File: src/rtl/uart_pkg.sv
// Shared constants for the UART byte-stream path: IRQ cause bit positions,
// default FIFO geometry and the system clock rate used by the baud divider.
package uart_pkg;

  localparam int unsigned IRQ_CAUSE_WM = 0;
  localparam int unsigned IRQ_CAUSE_TO = 1;

  localparam int unsigned DEF_DATA_WIDTH     = 8;
  localparam int unsigned DEF_DEPTH          = 8;
  localparam int unsigned DEF_TIMEOUT_CYCLES = 40000000;

  localparam int unsigned CLK_HZ = 40000000;

endpackage

File: src/rtl/uart_fifo_irq_gen.sv
// Batch interrupt generator: watermark rising-edge detect, optional idle
// timeout (UART_FIFO_TIMEOUT_EN) and the held irq_cause register.
module uart_fifo_irq_gen
  import uart_pkg::*;
#(
  parameter int unsigned LEVEL_W        = 4,
  parameter int unsigned TIMEOUT_CYCLES = DEF_TIMEOUT_CYCLES
) (
  input  logic               clk,
  input  logic               rst_n,
  input  logic               clr,
  input  logic [LEVEL_W-1:0] level,
  input  logic [LEVEL_W-1:0] watermark,
  input  logic               push_ok,
  input  logic               pop_ok,
  output logic               irq,
  output logic [1:0]         irq_cause
);

  logic       wm_hit;
  logic       wm_fire;
  logic       to_fire;
  logic       wm_hit_q;
  logic       irq_q;
  logic [1:0] cause_q;

  assign wm_hit  = (watermark != '0) && (level >= watermark);
  assign wm_fire = wm_hit && !wm_hit_q;

`ifdef UART_FIFO_TIMEOUT_EN
  localparam logic [31:0] TO_LAST = 32'(TIMEOUT_CYCLES - 1);

  logic [31:0] idle_cnt_q;
  logic [31:0] idle_cnt_d;

  always_comb begin
    idle_cnt_d = '0;
    to_fire    = 1'b0;
    if (clr || (level == '0) || push_ok || pop_ok) begin
      idle_cnt_d = '0;
    end else if (idle_cnt_q == TO_LAST) begin
      to_fire    = 1'b1;
      idle_cnt_d = '0;
    end else begin
      idle_cnt_d = idle_cnt_q + 32'd1;
    end
  end

  always_ff @(posedge clk or negedge rst_n) begin
    if (!rst_n) idle_cnt_q <= '0;
    else        idle_cnt_q <= idle_cnt_d;
  end
`else
  logic unused_to;
  assign to_fire   = 1'b0;
  assign unused_to = push_ok ^ pop_ok ^ (TIMEOUT_CYCLES == 0);
`endif

  // Cause is only rewritten when a pulse fires, so it reads back until the next irq.
  always_ff @(posedge clk or negedge rst_n) begin
    if (!rst_n) begin
      wm_hit_q <= 1'b0;
      irq_q    <= 1'b0;
      cause_q  <= '0;
    end else if (clr) begin
      wm_hit_q <= 1'b0;
      irq_q    <= 1'b0;
      cause_q  <= '0;
    end else begin
      wm_hit_q <= wm_hit;
      irq_q    <= wm_fire || to_fire;
      if (wm_fire || to_fire) begin
        cause_q[IRQ_CAUSE_WM] <= wm_fire;
        cause_q[IRQ_CAUSE_TO] <= to_fire;
      end
    end
  end

  assign irq       = irq_q;
  assign irq_cause = cause_q;

endmodule

File: src/rtl/uart_stream_fifo.sv
// Parametrised byte-stream FIFO with occupancy level, sticky error flags and a
// batch interrupt; idle-timeout interrupt is enabled by UART_FIFO_TIMEOUT_EN.
module uart_stream_fifo
  import uart_pkg::*;
#(
  parameter int unsigned DATA_WIDTH     = DEF_DATA_WIDTH,
  parameter int unsigned DEPTH          = DEF_DEPTH,
  parameter int unsigned TIMEOUT_CYCLES = DEF_TIMEOUT_CYCLES
) (
  input  logic                     clk,
  input  logic                     rst_n,
  input  logic                     clr,
  input  logic                     wr_en,
  input  logic [DATA_WIDTH-1:0]    wr_data,
  input  logic                     rd_en,
  output logic [DATA_WIDTH-1:0]    rd_data,
  output logic                     rd_valid,
  output logic                     full,
  output logic                     empty,
  output logic [$clog2(DEPTH):0]   level,
  input  logic [$clog2(DEPTH):0]   watermark,
  output logic                     irq,
  output logic [1:0]               irq_cause,
  output logic                     overflow,
  output logic                     underflow
);

  localparam int unsigned AW = $clog2(DEPTH);
  localparam int unsigned LW = AW + 1;

  logic [DATA_WIDTH-1:0] mem_q [DEPTH];
  logic [AW-1:0]         wr_ptr_q, wr_ptr_d;
  logic [AW-1:0]         rd_ptr_q, rd_ptr_d;
  logic [LW-1:0]         level_q, level_d;
  logic [DATA_WIDTH-1:0] rd_data_q, rd_data_d;
  logic                  rd_valid_q, rd_valid_d;
  logic                  ovf_q, ovf_d;
  logic                  unf_q, unf_d;
  logic                  push_ok;
  logic                  pop_ok;

  assign empty = (level_q == '0);
  assign full  = (level_q == LW'(DEPTH));

  // A pop frees a slot in the same cycle, so a full FIFO still takes the push.
  assign pop_ok  = !clr && rd_en && !empty;
  assign push_ok = !clr && wr_en && (!full || pop_ok);

  always_comb begin
    wr_ptr_d   = wr_ptr_q;
    rd_ptr_d   = rd_ptr_q;
    level_d    = level_q;
    rd_data_d  = rd_data_q;
    rd_valid_d = 1'b0;
    ovf_d      = ovf_q;
    unf_d      = unf_q;
    if (clr) begin
      wr_ptr_d = '0;
      rd_ptr_d = '0;
      level_d  = '0;
      ovf_d    = 1'b0;
      unf_d    = 1'b0;
    end else begin
      if (push_ok) wr_ptr_d = wr_ptr_q + AW'(1);
      if (pop_ok) begin
        rd_ptr_d   = rd_ptr_q + AW'(1);
        rd_data_d  = mem_q[rd_ptr_q];
        rd_valid_d = 1'b1;
      end
      case ({push_ok, pop_ok})
        2'b10:   level_d = level_q + LW'(1);
        2'b01:   level_d = level_q - LW'(1);
        default: level_d = level_q;
      endcase
      if (wr_en && !push_ok) ovf_d = 1'b1;
      if (rd_en && empty)    unf_d = 1'b1;
    end
  end

  always_ff @(posedge clk or negedge rst_n) begin
    if (!rst_n) begin
      wr_ptr_q   <= '0;
      rd_ptr_q   <= '0;
      level_q    <= '0;
      rd_data_q  <= '0;
      rd_valid_q <= 1'b0;
      ovf_q      <= 1'b0;
      unf_q      <= 1'b0;
    end else begin
      wr_ptr_q   <= wr_ptr_d;
      rd_ptr_q   <= rd_ptr_d;
      level_q    <= level_d;
      rd_data_q  <= rd_data_d;
      rd_valid_q <= rd_valid_d;
      ovf_q      <= ovf_d;
      unf_q      <= unf_d;
    end
  end

  always_ff @(posedge clk) begin
    if (push_ok) mem_q[wr_ptr_q] <= wr_data;
  end

  uart_fifo_irq_gen #(
    .LEVEL_W        (LW),
    .TIMEOUT_CYCLES (TIMEOUT_CYCLES)
  ) u_irq_gen (
    .clk       (clk),
    .rst_n     (rst_n),
    .clr       (clr),
    .level     (level_q),
    .watermark (watermark),
    .push_ok   (push_ok),
    .pop_ok    (pop_ok),
    .irq       (irq),
    .irq_cause (irq_cause)
  );

  assign rd_data   = rd_data_q;
  assign rd_valid  = rd_valid_q;
  assign level     = level_q;
  assign overflow  = ovf_q;
  assign underflow = unf_q;

endmodule

File: config.mk
export PLATFORM = sky130hd
export DESIGN_NAME = uart_stream_fifo
export DESIGN_NICKNAME = d
export VERILOG_FILES = /design/src/rtl/uart_pkg.sv /design/src/rtl/uart_fifo_irq_gen.sv /design/src/rtl/uart_stream_fifo.sv
export SDC_FILE = /design/constraint.sdc
export NUM_CORES = 1
export LEC_CHECK = 0
export BUFFER_PORTS_ARGS = -buffer_cell sky130_fd_sc_hd__buf_2
export CELL_PAD_IN_SITES_DETAIL_PLACEMENT = 1
export CELL_PAD_IN_SITES_GLOBAL_PLACEMENT = 1
export CORE_MARGIN = 5
export CORE_UTILIZATION = 30
export CTS_CLUSTER_DIAMETER = 150
export DETAILED_ROUTE_END_ITERATION = 10
export GPL_TIMING_DRIVEN = 0
export PLACE_DENSITY_LB_ADDON = 0.1
export SLEW_MARGIN = 20
export SYNTH_ARGS = -nofsm -noshare
export SYNTH_HDL_FRONTEND = slang
export SYNTH_SLANG_ARGS = --single-unit
File: constraint.sdc
create_clock -name clk -period 4 [get_ports clk]
set_clock_uncertainty 0.15 [all_clocks]
set_input_delay 0.4 -clock clk [delete_from_list [all_inputs] [get_ports clk]]
set_output_delay 0.4 -clock clk [all_outputs]
set_load 0.1 [all_outputs]
### Word-level counts from Yosys, hierarchy flattened

Memories as Yosys holds them, arrays and structs flattened. A register that Yosys moved wholly into a read port is not among the register bits.
Index checks and enable logic that the tools add are counted.

| word-level totals | value |
|---|---|
| RAM bits | 64 |
| bits in registers | 17 |
| memory bits (read-only) | 0 |
| memories kept | 1 |
| logic and storage cells | 61 |
| input bits | 17 |
| latch bits | 0 |
| output and inout port bits | 20 |

Memory list:

| memory | words | width | rd ports | clocked after Yosys merged registers in | wr ports | line | source |
|---|---|---|---|---|---|---|---|
| mem_q | 8 | 8 | 1 | 1 | 1 | uart_stream_fifo.sv:31 | `logic [DATA_WIDTH-1:0] mem_q [DEPTH];` |

| operators by class | value |
|---|---|
| $lt $le $gt $ge | 1 |
| reductions and logical operators | 24 |
| add/subtract/negate cells | 4 |
| divide/modulo/power cells | 0 |
| multipliers | 0 |
| bitwise gates (word level) | 1 |
| shift operators | 0 |
| equal/unequal tests | 3 |
| muxes and demuxes | 18 |

Operators with widths:

| operator | count |
|---|---|
| 2-to-1 mux 3 bit | 4 |
| 2-to-1 mux 1 bit | 10 |
| nonzero test 2 bit | 5 |
| logical AND 1 bit | 8 |
| case mux 4 bit (2 select lines) | 1 |
| adder 3 x 1 -> 3 bit (second input constant) | 2 |
| logical NOT 1 bit | 6 |
| adder 4 x 1 -> 4 bit (second input constant) | 1 |
| == test 4 bit (second input constant) | 1 |
| greater-or-equal comparator 4 bit | 1 |
| logical NOT 4 bit | 1 |
| 2-to-1 mux 2 bit | 2 |
| 2-to-1 mux 4 bit | 1 |
| nonzero test 4 bit | 1 |
| subtractor 4 x 1 -> 4 bit (second input constant) | 1 |
| nonzero test 3 bit | 1 |
| == test 2 x 1 -> 1 bit (second input constant) | 1 |
| == test 2 bit (second input constant) | 1 |
| AND reduction 2 bit | 1 |
| logical OR 1 bit | 1 |
| inverter 1 bit | 1 |

### Logic depth before layout (Yosys ltp)

| logic depth | value |
|---|---|
| word-level depth | 9 |
| depth in mapped cells | 8 |
| gate-level depth less buffers | 7 |

### Hierarchy

A second synthesis with hierarchy kept.

| unflattened totals | value |
|---|---|
| cells, all modules | 244 |
| area, all modules | 3841.2 sq um |

Modules (own cells, without submodules):

| module | times used | cells an instance | area an instance (sq um) |
|---|---|---|---|
| uart_stream_fifo | 1 | 220 | 3594.7 |
| uart_fifo_irq_gen | 1 | 24 | 246.5 |

### Least setup slack after synthesis

Ideal clock, no wire load.

| path | value |
|---|---|
| path type | reg2reg |
| start point | register level_q[0], in the netlist level[0] |
| end point | register level_q[3], in the netlist level[3] |
| arrival time | 3.572 ns |
| path buffers | 1 |
| cell stages (with the launch flop) | 9 |
| setup time | 0.078 ns |
| setup slack | 0.199 ns |
| cells stage by stage | dfrtp_1 > buf_6 > nor4_4 > nor4_1 > ha_1 > a21o_1 > a2111oi_0 > o21ai_0 > a21oi_1 |

| between the ends | value |
|---|---|
| longest elaborated chain between the ends | 8 |

RTL lines:

| what | line | source |
|---|---|---|
| from (decl) | uart_stream_fifo.sv:34 | `logic [LW-1:0] level_q, level_d;` |
| from (signal assigned) | uart_stream_fifo.sv:92 | `level_q <= level_d;` |
| logical NOT 4 bit (*) | uart_stream_fifo.sv:42 | `assign empty = (level_q == '0);` |
| net empty | uart_stream_fifo.sv:19 | `output logic empty,` |
| logical NOT 1 bit (*) | uart_stream_fifo.sv:46 | `assign pop_ok = !clr && rd_en && !empty;` |
| logical AND 1 bit (*) | uart_stream_fifo.sv:46 |  |
| logical OR 1 bit | uart_stream_fifo.sv:47 | `assign push_ok = !clr && wr_en && (!full \|\| pop_ok);` |
| logical AND 1 bit | uart_stream_fifo.sv:47 |  |
| == test 2 x 1 -> 1 bit / == test 2 bit (equally long branches) | uart_stream_fifo.sv:70 | `case ({push_ok, pop_ok})` |
| case mux 4 bit (2 select lines) | uart_stream_fifo.sv:70 |  |
| 2-to-1 mux 4 bit | uart_stream_fifo.sv:57 | `if (clr) begin` |

Mark *: on every way through the listed nets, which the timed path passes. The rest lies on a longest branch.
A chain may end at the register's enable or synchronous reset.

### Worst setup path after layout

| path | value |
|---|---|
| start point | register level_q[3], in the netlist level[3] |
| end point | register level_q[3], in the netlist level[3] |

| between the ends | value |
|---|---|
| longest elaborated chain between the ends | 8 |

RTL lines:

| what | line |
|---|---|
| logical NOT 4 bit | uart_stream_fifo.sv:42 |
| logical NOT 1 bit | uart_stream_fifo.sv:46 |
| logical AND 1 bit | uart_stream_fifo.sv:46 |
| logical OR 1 bit | uart_stream_fifo.sv:47 |
| logical AND 1 bit | uart_stream_fifo.sv:47 |
| == test 2 x 1 -> 1 bit / == test 2 bit (equally long branches) | uart_stream_fifo.sv:70 |
| case mux 4 bit (2 select lines) | uart_stream_fifo.sv:70 |
| 2-to-1 mux 4 bit | uart_stream_fifo.sv:57 |

Several ways; a longest one is shown, not always the timed one.

==> metrics.md <==
| Metric | Value |
|---|---|
| Outcome | complete, no violations |
| Worst hold path depth | 1 |
| I/O pin count | 37 |
| Die Area | 15200 µm² |
| Register area share after synthesis | 0.656 |
| Int Pwr | 0.00165 W |
| Seq pwr share | 0.416 |
| Via density | 4.79 |
| Final Hold Vio Count | 0 |
| Final RePlAce weighted congestion | 0.693 |
| Final-report max-slew violation count | 0 |
| Post-synth EDFFs | 64 |
| Synth unique cells | 48 |
| Critical path arrival | 2910 ps |
| Largest net degree at the start of global routing | 25 |
| Reg-to-reg startpoint | level[3]$_DFFE_PN0P_ |
| Fmax | 356 MHz |
| Total track usage | 0.132 |
| Ant. Diodes | 0 |
| Post-route total power | 0.00261 W |
| Origin of the worst min-delay path | wr_data[1] |
| Worst-Skew Late Latency | 340 ps |
| GRT overflow | 0 |
| Worst slew pin tran | 1010 ps |
| Crit-path max FO | 10 |
| Synth Cell Area | 3840 µm² |
| Clock Sinks | 88 |
| Clock transition at the registers of the reported paths | 70 ps |
| Pleak | 1.69 nW |
| Ys async rst share | 0.273 |
| Min Tclk post-route | 2810 ps |
| Synth Warn # | 0 |
| Part of the cycle the worst path needs | 0.701 |
| Critical path startpoint category | flip-flop |
| Fillers | 1311 |
| CTS tree | yes |
| Post-Syn Instances | 247 |
| WL/cell | 19.1 µm |
| Pwr Density | 570 nW/µm² |
| Vias | 2278 |
| Top Usage Layer GRT | met2 |
| Initial Util | 0.306 |
| Met3 Use GR | 0.0220 |
| Vias in the first global route | 2549 |
| Setup violations, final | 0 |
| Combinational power share | 0.285 |
| Core Area | 12600 µm² |
| Worst r2r dst | level[3]$_DFFE_PN0P_ |
| Iter 0 DRT Violations | 125 |
| Max_slew headroom | 0.322 |
| First drt pass iteration count | 4 |
| Post-route ant nets | 0 |
| Num CTS Buffers | 9 |
| Clock Power Share | 0.299 |
| Worst ir drop on vdd | 0.000244 V |
| Initial antenna violation count | 0 |
| Layout Nets | 325 |
| Total wire length | 9110 µm |
| Die Ht | 123 µm |
| Maximum root-to-sink buffer count | 2 |
| RSZ-0062 raised after global routing | false |
| Mapped Avg Cell Area | 15.6 µm² |
| Sw power | 0.000966 W |
| Max Cap Viol | 0 |
| Worst Path Required | 4100 ps |
| Syn Nets | 273 |
| Htree depth | 3 |
| Setup TNS | 0 ps |
| Number of port buffers | 34 |
| Root buf cell | clkbuf_16 |
| R2r setup slk | 1190 ps |
| Final Hold Slack | 194 ps |
| Met1 usage in global routing | 0.164 |
| Sw Share | 0.370 |
| Hold EP | mem_q[7][1]$_DFFE_PP_ |
| HPWL Detailed | 6370 µm |
| Worst-case reg-to-reg path depth | 8 |
| Type of the most critical hold path | input pin to flip-flop |
| Synth Register Bits | 88 |
| Area Overhead vs Synth | 19.2% |
| First-pass GRT wire length | 14600 µm |
| DRC | 0 |
| CP Capture Type | flip-flop |
| Met2 Usage GRT | 0.228 |
| Top FF cell, synth | edfxtp_1 |
| Rows | 41 |
| Chip width | 123 µm |
| Setup Crit Path Kind | flip-flop to flip-flop |
| Ratio of cells with drive above 1 in the final layout | 0.299 |
## layout make-up
| class | instances | area (µm²) | share of cell area |
|---|---|---|---|
| Sequential cell | 88 | 2520 | 0.551 |
| Multi-Input combinational cell | 138 | 1240 | 0.270 |
| Clock buffer | 11 | 243 | 0.0530 |
| Timing Repair Buffer | 41 | 220 | 0.0481 |
| Tap cell | 172 | 215 | 0.0470 |
| Buffer | 15 | 88.8 | 0.0194 |
| Clock inverter | 5 | 31.3 | 0.00683 |
| Inverter | 6 | 22.5 | 0.00492 |
## timing repair
item	4_1_cts	5_1_grt
hold buffers	1	0
buffers inserted	0	0
endpoints found under the hold margin	24	0
resized for setup	0	0
## placed cells by master (no fill, tap or decap), types with 4 or more instances in the layout
master,count
dfrtp_1,24
clkbuf_1,5
mux4_2,16
edfxtp_1,64
buf_4,7
nand2b_1,4
mux2i_1,9
buf_2,41
clkbuf_16,9
inv_1,6
ha_1,8
xor2_1,5
nor3_2,4
nor2_1,22
nand3_1,4
a21oi_1,15
nand2_1,7
## critical path, cell delays in order, from the launching register on
cell       delay, ps
dfrtp_1          390
buf_2            270
nor4_4           110
nor4_1           550
ha_1             370
a21o_1           170
a2111oi_0        380
o21ai_0          140
a21oi_1          190
## sequential cells by signal, indices dropped and copies added (netlist names)
name,count
rd_ptr_q,3
u_irq_gen.wm_hit_q,1
rd_data,8
overflow,1
mem_q,64
u_irq_gen.irq_cause,1
level,4
underflow,1
u_irq_gen.irq,1
rd_valid,1
wr_ptr_q,3
## metrics by stage
| step | setup slack [ps] | cell area, µm² | util | instances |
|---|---|---|---|---|
| detailed placement | 1020 | 4300 | 0.342 | 459 |
| global placement | 474 | 4230 | 0.336 | 453 |
| floorplan | 199 | 3840 | - | 247 |
| finish | 1190 | 4580 | 0.364 | 476 |
| global route | 960 | 4580 | 0.364 | 476 |
| CTS | 1170 | 4580 | 0.364 | 476 |
## power by group through the flow
stage	clock network, W	registers, W	logic (W)
6_report	0.000782	0.00109	0.000744
5_1_grt	0.000843	0.00110	0.000788
4_1_cts	0.000801	0.00109	0.000756
3_5_place_dp	0	0.00111	0.000754
3_3_place_gp	0	0.00111	0.000746
2_1_floorplan	0	0.00147	0.000236
## metal layers
layer / wire (µm) / vias to the layer above
met2: 4610 / 37
met3: 259 / 18
met1: 4050 / 1175
met4: 189 / 0
met5: 0 / -
li1: - / 1048
## Yosys cell counts, types with 4 or more instances
| cell type | count | area, µm² |
|---|---|---|
| mux2i_1 | 9 | 90.1 |
| clkbuf_1 | 4 | 15.0 |
| nand2_1 | 7 | 26.3 |
| nand3_1 | 4 | 20.0 |
| nor3_1 | 6 | 30.0 |
| edfxtp_1 | 64 | 1920 |
| nand2b_1 | 4 | 25.0 |
| dfrtp_1 | 24 | 601 |
| xor2_1 | 5 | 43.8 |
| mux4_2 | 16 | 360 |
| nor2_1 | 22 | 82.6 |
| buf_2 | 5 | 25.0 |
| inv_1 | 6 | 22.5 |
| a21oi_1 | 15 | 75.1 |
| ha_1 | 8 | 100 |
## worst max-delay path by stage
stage,from,cells past startpoint,end,slack (ps)
2_1_floorplan,level[0]$_DFFE_PN0P_,8,level[3]$_DFFE_PN0P_,200
3_3_place_gp,level[1]$_DFFE_PN0P_,4,mem_q[0][0]$_DFFE_PP_,470
3_5_place_dp,clr,8,level[3]$_DFFE_PN0P_,1020
4_1_cts,level[3]$_DFFE_PN0P_,8,level[3]$_DFFE_PN0P_,1170
5_1_grt,level[3]$_DFFE_PN0P_,8,level[3]$_DFFE_PN0P_,960
6_report,level[3]$_DFFE_PN0P_,8,level[3]$_DFFE_PN0P_,1190
## logic make-up after synthesis
kind of cell | after synthesis | share of synthesized area
flops | 88 | 0.656
simple gates | 61 | 0.0860
compound gates | 34 | 0.0609
mux | 25 | 0.117
buf+inv | 21 | 0.0290
fa+ha+maj | 9 | 0.0313
xor+xnor | 8 | 0.0182
other cells | 1 | 0.000976
Note: power is estimated with default switching activity, not from simulation.
